`config.mk`:
```
export PLATFORM = sky130hd
export DESIGN_NAME = idp_decoder_24_flat
export DESIGN_NICKNAME = d
export VERILOG_FILES = /design/src/rtl/fns_pkg.sv /design/src/rtl/idp_decoder_24_if.sv /design/src/rtl/idp_group_lut.sv /design/src/rtl/idp_decoder_24.sv /design/src/flat_wrapper.sv
export SDC_FILE = /design/constraint.sdc
export NUM_CORES = 1
export LEC_CHECK = 0
export BUFFER_PORTS_ARGS = -buffer_cell sky130_fd_sc_hd__buf_2
export CAP_MARGIN = 5
export CORE_UTILIZATION = 30
export CTS_BUF_LIST = sky130_fd_sc_hd__clkbuf_16
export DETAILED_ROUTE_END_ITERATION = 6
export GPL_TIMING_DRIVEN = 0
export PLACE_DENSITY_LB_ADDON = 0.2
export SKIP_LAST_GASP = 1
export SLEW_MARGIN = 0
export SYNTH_ARGS = -nofsm -noshare
export SYNTH_HDL_FRONTEND = slang
export SYNTH_SLANG_ARGS = --single-unit
```
`constraint.sdc`:
```
create_clock -name clock -period 5 [get_ports clock]
set_clock_uncertainty 0.15 [all_clocks]
set_input_delay 0.25 -clock clock [delete_from_list [all_inputs] [get_ports clock]]
set_output_delay 0.25 -clock clock [all_outputs]
set_load 0.01 [all_outputs]
```
`src/rtl/fns_pkg.sv`:
```
// Shared constants for the 24-wire FNS crosstalk-avoidance link.
// Holds the Fibonacci weights FNS01..FNS26, the decoded word width, the
// per-digit weight helper, and the 10-entry MSB group-code table. The
// transmit encoder uses the same table.
package fns_pkg;

  localparam int IBLEN24 = 18;  // decoded data word width
  localparam int CODEW   = 24;  // codeword width
  localparam int NDIG    = 20;  // Fibonacci-weighted digits below the group code
  localparam int NGRP    = 10;  // number of legal group codes

  typedef logic [IBLEN24-1:0] word_t;

  // Offset and legality for one group code
  typedef struct packed {
    word_t offset;
    logic  illegal;
  } grp_lut_t;

  // n-th FNS number with FNS(1) = FNS(2) = 1
  function automatic int fns(input int n);
    int a;
    int b;
    int t;
    a = 32'sd1;
    b = 32'sd1;
    for (int i = 3; i <= n; i++) begin
      t = a + b;
      a = b;
      b = t;
    end
    return b;
  endfunction

  localparam int FNS01 = fns(1);
  localparam int FNS02 = fns(2);
  localparam int FNS03 = fns(3);
  localparam int FNS04 = fns(4);
  localparam int FNS05 = fns(5);
  localparam int FNS06 = fns(6);
  localparam int FNS07 = fns(7);
  localparam int FNS08 = fns(8);
  localparam int FNS09 = fns(9);
  localparam int FNS10 = fns(10);
  localparam int FNS11 = fns(11);
  localparam int FNS12 = fns(12);
  localparam int FNS13 = fns(13);
  localparam int FNS14 = fns(14);
  localparam int FNS15 = fns(15);
  localparam int FNS16 = fns(16);
  localparam int FNS17 = fns(17);
  localparam int FNS18 = fns(18);
  localparam int FNS19 = fns(19);
  localparam int FNS20 = fns(20);
  localparam int FNS21 = fns(21);
  localparam int FNS22 = fns(22);
  localparam int FNS23 = fns(23);
  localparam int FNS24 = fns(24);
  localparam int FNS25 = fns(25);
  localparam int FNS26 = fns(26);

  // Legal group codes and their offsets, index-aligned
  localparam logic [3:0] GRP_CODE [NGRP] = '{
    4'b0000, 4'b0001, 4'b1000, 4'b1001, 4'b0011,
    4'b1100, 4'b0110, 4'b0111, 4'b1110, 4'b1111
  };

  localparam word_t GRP_OFS [NGRP] = '{
    word_t'(32'sd0),
    word_t'(FNS21),
    word_t'(FNS23),
    word_t'(FNS21 + FNS23),
    word_t'(FNS21 + FNS24),
    word_t'(FNS23 + FNS24),
    word_t'(FNS24 + FNS24),
    word_t'(FNS24 + FNS24 + FNS21),
    word_t'(FNS24 + FNS24 + FNS23),
    word_t'(FNS24 + FNS24 + FNS23 + FNS21)
  };

  // Weight of digit k: bit 0 weighs FNS01, bit k (k >= 1) weighs FNS(k+1)
  function automatic word_t digit_weight(input int k);
    if (k == 32'sd0) begin
      return word_t'(FNS01);
    end else begin
      return word_t'(fns(k + 32'sd1));
    end
  endfunction

endpackage

```
`src/rtl/idp_decoder_24_if.sv`:
```
// Stream interface of the FNS receive decoder.
// Input side : in_valid / in_ready / codein (24-bit codeword)
// Output side: out_valid / out_ready / dataout (IBLEN24) / out_err
// slave  = decoder view, master = upstream/downstream environment view.
interface idp_decoder_24_if;

  logic                     in_valid;
  logic                     in_ready;
  logic [fns_pkg::CODEW-1:0] codein;
  logic                     out_valid;
  logic                     out_ready;
  fns_pkg::word_t           dataout;
  logic                     out_err;

  modport slave (
    input  in_valid, codein, out_ready,
    output in_ready, out_valid, dataout, out_err
  );

  modport master (
    output in_valid, codein, out_ready,
    input  in_ready, out_valid, dataout, out_err
  );

endinterface

```
`src/rtl/idp_group_lut.sv`:
```
// Combinational group-code lookup: 4-bit MSB group code -> {offset, illegal}.
// Ports:
//   code : 4-bit group code (codeword bits [23:20])
//   lut  : offset (IBLEN24 bits, 0 when illegal) and illegal flag
module idp_group_lut
  import fns_pkg::*;
(
  input  logic [3:0] code,
  output grp_lut_t   lut
);

  word_t offset_s;
  logic  hit_s;

  // Table codes are distinct, so OR-ing the masked offsets selects the single match
  always_comb begin
    offset_s = '0;
    hit_s    = 1'b0;
    for (int i = 0; i < NGRP; i++) begin
      offset_s = offset_s | ((code == GRP_CODE[i]) ? GRP_OFS[i] : '0);
      hit_s    = hit_s | (code == GRP_CODE[i]);
    end
  end

  assign lut.offset  = offset_s;
  assign lut.illegal = ~hit_s;

endmodule

```
`src/rtl/idp_decoder_24.sv`:
```
// FNS 24-wire receive decoder: 3-stage valid/ready pipeline turning a
// 24-bit codeword (group code + 20 Fibonacci-weighted digits) into an
// IBLEN24-bit data word, flagging illegal group codes.
// Ports:
//   clock     : rising-edge clock
//   reset_n   : synchronous active-low reset
//   bus       : stream interface (slave modport)
//   err_count : saturating count of illegal words delivered downstream
module idp_decoder_24
  import fns_pkg::*;
#(
  parameter int ERRW = 16
)
(
  input  logic            clock,
  input  logic            reset_n,
  idp_decoder_24_if.slave bus,
  output logic [ERRW-1:0] err_count
);

  // Stage valids
  logic s1_v_r;
  logic s2_v_r;
  logic s3_v_r;

  // Stage 1: digits, offset, error
  logic [NDIG-1:0] s1_dig_r;
  word_t           s1_off_r;
  logic            s1_err_r;

  // Stage 2: partial sums, offset, error
  word_t s2_hi_r;
  word_t s2_lo_r;
  word_t s2_off_r;
  logic  s2_err_r;

  // Stage 3: output registers
  word_t s3_data_r;
  logic  s3_err_r;

  logic [ERRW-1:0] err_cnt_r;

  grp_lut_t lut_s;
  word_t    hi_sum_s;
  word_t    lo_sum_s;
  logic     s1_load_s;
  logic     s2_load_s;
  logic     s3_load_s;

  // A stage loads when empty or when its successor advances; empty stages
  // load even under a downstream stall, which compresses bubbles.
  assign s3_load_s = ~s3_v_r | bus.out_ready;
  assign s2_load_s = ~s2_v_r | s3_load_s;
  assign s1_load_s = ~s1_v_r | s2_load_s;

  assign bus.in_ready = s1_load_s;

  idp_group_lut u_group_lut (
    .code (bus.codein[CODEW-1:CODEW-4]),
    .lut  (lut_s)
  );

  // Two 10-digit partial sums from the stage-1 digits
  always_comb begin
    lo_sum_s = '0;
    hi_sum_s = '0;
    for (int k = 0; k < 10; k++) begin
      lo_sum_s = lo_sum_s + (s1_dig_r[k]      ? digit_weight(k)      : '0);
      hi_sum_s = hi_sum_s + (s1_dig_r[k + 10] ? digit_weight(k + 10) : '0);
    end
  end

  // Stage valids, output registers and error counter (reset)
  always_ff @(posedge clock) begin
    if (!reset_n) begin
      s1_v_r    <= 1'b0;
      s2_v_r    <= 1'b0;
      s3_v_r    <= 1'b0;
      s3_data_r <= '0;
      s3_err_r  <= 1'b0;
      err_cnt_r <= '0;
    end else begin
      if (s1_load_s) begin
        s1_v_r <= bus.in_valid;
      end
      if (s2_load_s) begin
        s2_v_r <= s1_v_r;
      end
      if (s3_load_s) begin
        s3_v_r <= s2_v_r;
      end
      if (s3_load_s && s2_v_r) begin
        // Final add; wraps mod 2^IBLEN24, unreachable for legal codewords
        s3_data_r <= s2_hi_r + s2_lo_r + s2_off_r;
        s3_err_r  <= s2_err_r;
      end
      if (s3_v_r && bus.out_ready && s3_err_r && !(&err_cnt_r)) begin
        err_cnt_r <= err_cnt_r + ERRW'(1'b1);
      end
    end
  end

  // Stage 1 and 2 data registers (no reset; qualified by the valids)
  always_ff @(posedge clock) begin
    if (s1_load_s && bus.in_valid) begin
      s1_dig_r <= bus.codein[NDIG-1:0];
      s1_off_r <= lut_s.offset;
      s1_err_r <= lut_s.illegal;
    end
    if (s2_load_s && s1_v_r) begin
      s2_hi_r  <= hi_sum_s;
      s2_lo_r  <= lo_sum_s;
      s2_off_r <= s1_off_r;
      s2_err_r <= s1_err_r;
    end
  end

  assign bus.out_valid = s3_v_r;
  assign bus.dataout   = s3_data_r;
  assign bus.out_err   = s3_err_r;
  assign err_count     = err_cnt_r;

endmodule

```
`src/flat_wrapper.sv`:
```
// flat-port wrapper written by rule: the top's interface ports become plain ports
module idp_decoder_24_flat import fns_pkg::*;
#(
  parameter int ERRW = 16
)
  (clock, reset_n, err_count, bus_in_valid, bus_codein, bus_out_ready, bus_in_ready, bus_out_valid, bus_dataout, bus_out_err);
  idp_decoder_24_if bus_i ();
  input  logic clock;
  input  logic reset_n;
  output logic [ERRW-1:0] err_count;
  input wire logic [$bits(bus_i.in_valid)-1:0] bus_in_valid;
  input wire logic [$bits(bus_i.codein)-1:0] bus_codein;
  input wire logic [$bits(bus_i.out_ready)-1:0] bus_out_ready;
  output wire logic [$bits(bus_i.in_ready)-1:0] bus_in_ready;
  output wire logic [$bits(bus_i.out_valid)-1:0] bus_out_valid;
  output wire logic [$bits(bus_i.dataout)-1:0] bus_dataout;
  output wire logic [$bits(bus_i.out_err)-1:0] bus_out_err;
  assign bus_i.in_valid = bus_in_valid;
  assign bus_i.codein = bus_codein;
  assign bus_i.out_ready = bus_out_ready;
  assign bus_in_ready = bus_i.in_ready;
  assign bus_out_valid = bus_i.out_valid;
  assign bus_dataout = bus_i.dataout;
  assign bus_out_err = bus_i.out_err;
  idp_decoder_24 #(.ERRW(ERRW)) u_core (.clock(clock), .reset_n(reset_n), .bus(bus_i), .err_count(err_count));
endmodule
```
==> metrics.yaml <==
final_layout:
  seqCellArea_sq_um: 2923
  multiInputGateArea_sq_um: 4008
  num_antenna_cells: 0
  final_area_sq_um: 8562
  layout-drive-gt1-share_pct: 14.64
  final_nets: 900
  syn_to_final_growth_pct: 19.15
  n_fill_cell: 2373
  final_cells: 1077
setup_path:
  worstSetupPathType: "flip-flop to flip-flop"
  arrival_ps: 4750
  worstPathMaxFanout: 5
  start_kind: "flip-flop"
  crit_path_end_kind: "flip-flop"
  worst_ep_required_time_ps: 4930
pwr:
  p_leak_nw: 3.649
  peakVddDrop_v: 0.0002295
  powerDensity_nw_per_um2: 482.2
detailed_routing:
  wl_mm: 14.29
  postRouteAntennaNets: 0
  drt_iter0_markers: 171
  drc: 0
  vias_per_cell: 4.589
  vias: 4942
  wire_per_inst_um: 13.27
  dr.pass1.iters: 4
place:
  gp_congestion: 0.8066
  place_hpwl_mm: 11.36
  placed_cells: 1031
  port_buffers: 62
  dpl_cell_area_sq_um: 7976
synthesis:
  synth.top_cell.area_share_pct: 30.09
  synthesis.nets: 795
  synth_compound_area_share_pct: 15.13
  ys_seq_area_share_pct: 40.68
  synth_cell_types: 66
  synth_fa_ha_area_share_pct: 24.90
  yosys.area.top_type: "edfxtp_1"
  synthFlopType: "edfxtp_1"
  synth_area_leaders: "edfxtp_1 30%, ha_1 14%, fa_1 11%"
  synth-simple-area-share_pct: 11.54
  syn_area_per_cell_sq_um: 11.09
  netlist_area_sq_um: 7186
  synth_seq_cells: 110
  synthMuxAreaShare_pct: 0.5746
  synth_top_family_by_area: "adder cells"
  synth_xor_xnor_area_share_pct: 3.169
  synth_common_cells: "79 x ha_1, 72 x edfxtp_1, 61 x inv_1"
  synth_most_common_cell: "ha_1"
  synth_edf_count: 72
  syn_inst: 648
  async_flop_share_pct: 0
  yosysWarnings: 0
floorplan:
  die_w_um: 156.8
  fp.coreArea_sq_um: 23470
  num_io_pins: 65
  die_h_um: 156.8
  num_rows: 56
  start_util_pct: 30.61
  die_area_sq_um: 24580
global_routing:
  grt_max_degree: 23
  grt_usage_pct: 12.36
  grt-ovfl-total: 0
  grt_pass1_wl_mm: 23.83
  grt_pass1_vias: 4808
  antenna_found_initial: 0
run:
  drv_cap: 0
clocking:
  clock_latency_ps: 360
  clockBufferDepth: 2
  cts-root-buf: "clkbuf_16"
  cts_made_buffers: 9
  clkTransAtPathRegs_ps: 80
  h-tree-depth: 3
  cts_tree: "done"
  cts.sinks: 110
hold_path:
  hold_class: "input port to flip-flop"
sta:
  worst_pin_slew_ps: 692.5
  rsz0062_at_grt: "no"
  fmax_ghz: 0.2077
  finalCritPeriodShare_pct: 96.31
  maxSlewHeadroom_pct: 53.72
  setup_viol: 0
  drv_slew: 0
  min_period_ps: 4815
  final-hold-violation-count: 0
run_status:
  outcome: "finished, final reports clean"
## critical path, cell delays in order, from the launching register on
cell and delay, ps:
edfxtp_1 440, inv_1 150, fa_1 550, inv_1 70, fa_1 480, inv_1 50, fa_1 470, fa_1 510
inv_1 50, ha_2 370, nand4_1 170, a21boi_4 240, a2111oi_4 110, o211a_1 220, or4_1 520
## cell type report
type                       instances  share of cell area (%)
multi-input combinational        462                   46.81
sequential                       110                   34.14
timing repair buffer              94                   7.482
tap                              319                   4.662
inverter                          61                   2.674
clock buffer                       9                   2.630
clock inverter                     7                  0.9206
buffer                            15                  0.6868
## logic make-up (layout without fill, tap and decap cells)
family | count (synthesis) | in the layout
compound gates | 155 | 155
xor+xnor | 26 | 26
fa+ha+maj | 119 | 119
buf+inv | 76 | 186
flops | 110 | 110
mux | 4 | 4
simple gates | 158 | 158
## repair_timing
action | CTS | global route
hold endpoints to repair | 20 | 0
hold buffers | 20 | 0
endpoints found under the setup margin | 0 | 1
setup buffers | 0 | 10
gates resized for setup | 0 | 2
## per-stage QoR
stage                     utilization [%]  hold WS (ps)  setup slack (ps)  TNS (ps)  total power, mW
after global routing                36.48         94.60             6.998         0            4.526
after CTS                           36.13         43.42             28.30         0            4.166
after global placement              33.64         252.3            -294.0    -11090            3.393
after detailed placement            33.98         255.6             29.67         0            3.401
after floorplan                         -         198.9             323.8         0            2.911
final                               36.48         57.06             184.7         0            4.128
## final timing paths
check,start,endpoint,slack (ps),depth (start not counted)
worst max register to register,u_core.s1_dig_r[15],u_core.s2_hi_r[12],180,14
worst min register to register,u_core.s1_off_r[6],u_core.s2_off_r[6],270,0
worst max-delay path,u_core.s1_dig_r[15],u_core.s2_hi_r[12],180,14
worst min-delay path,bus_in_valid,u_core.s1_v_r,60,3
## sequential cells by signal (all words and copies together) (netlist names)
signal                cells
u_core.bus.out_valid      1
u_core.s2_v_r             1
u_core.bus.out_err        1
u_core.s1_v_r             1
u_core.bus.dataout       18
u_core.s2_lo_r            8
u_core.s2_off_r          13
u_core.err_count         16
u_core.s2_hi_r           16
u_core.s1_dig_r          20
u_core.s2_err_r           1
u_core.s1_off_r          13
u_core.s1_err_r           1
## report_power, final
part | internal, mW | switching [mW] | leakage [nW]
registers | 1.17 | 0.0642 | 0.992
logic | 0.977 | 1.19 | 2.51
clock network | 0.356 | 0.367 | 0.149
total | 2.51 | 1.62 | 3.65
## cell usage in the layout (no fill, tap or decap), types with 5 or more instances in the layout
| cell type | netlist | routed |
|---|---|---|
| inv_1 | 61 | 61 |
| o211a_1 | 7 | 7 |
| ha_1 | 79 | 78 |
| a21o_1 | 10 | 10 |
| clkbuf_1 | 13 | 13 |
| xnor2_1 | 19 | 19 |
| xor2_1 | 7 | 7 |
| o211ai_1 | 7 | 7 |
| edfxtp_1 | 72 | 72 |
| buf_4 | 0 | 10 |
| nand2_1 | 35 | 35 |
| nor3_1 | 5 | 5 |
| dfxtp_1 | 38 | 38 |
| dlygate4sd3_1 | 0 | 20 |
| nand3_1 | 21 | 21 |
| nor2_1 | 43 | 43 |
| nor2b_1 | 5 | 5 |
| o21ai_0 | 28 | 28 |
| nand2b_1 | 6 | 6 |
| fa_1 | 40 | 40 |
| a21oi_1 | 38 | 37 |
| clkbuf_16 | 0 | 9 |
| a211oi_1 | 12 | 12 |
| o21bai_1 | 6 | 6 |
| and3_1 | 10 | 10 |
| o21a_1 | 11 | 11 |
| buf_2 | 2 | 64 |
| and4_1 | 5 | 5 |
## routing by layer
metal,vias to the layer above,share of wire (%),wire [um],GRT usage (%)
met2,93,45,6452,19.94
met1,2274,50,7142,16.51
met3,10,3.8,540,2.908
met5,-,0,0,0
li1,2565,-,-,-
met4,0,1.1,153,3.268
Power figures use the tool's default switching activity.
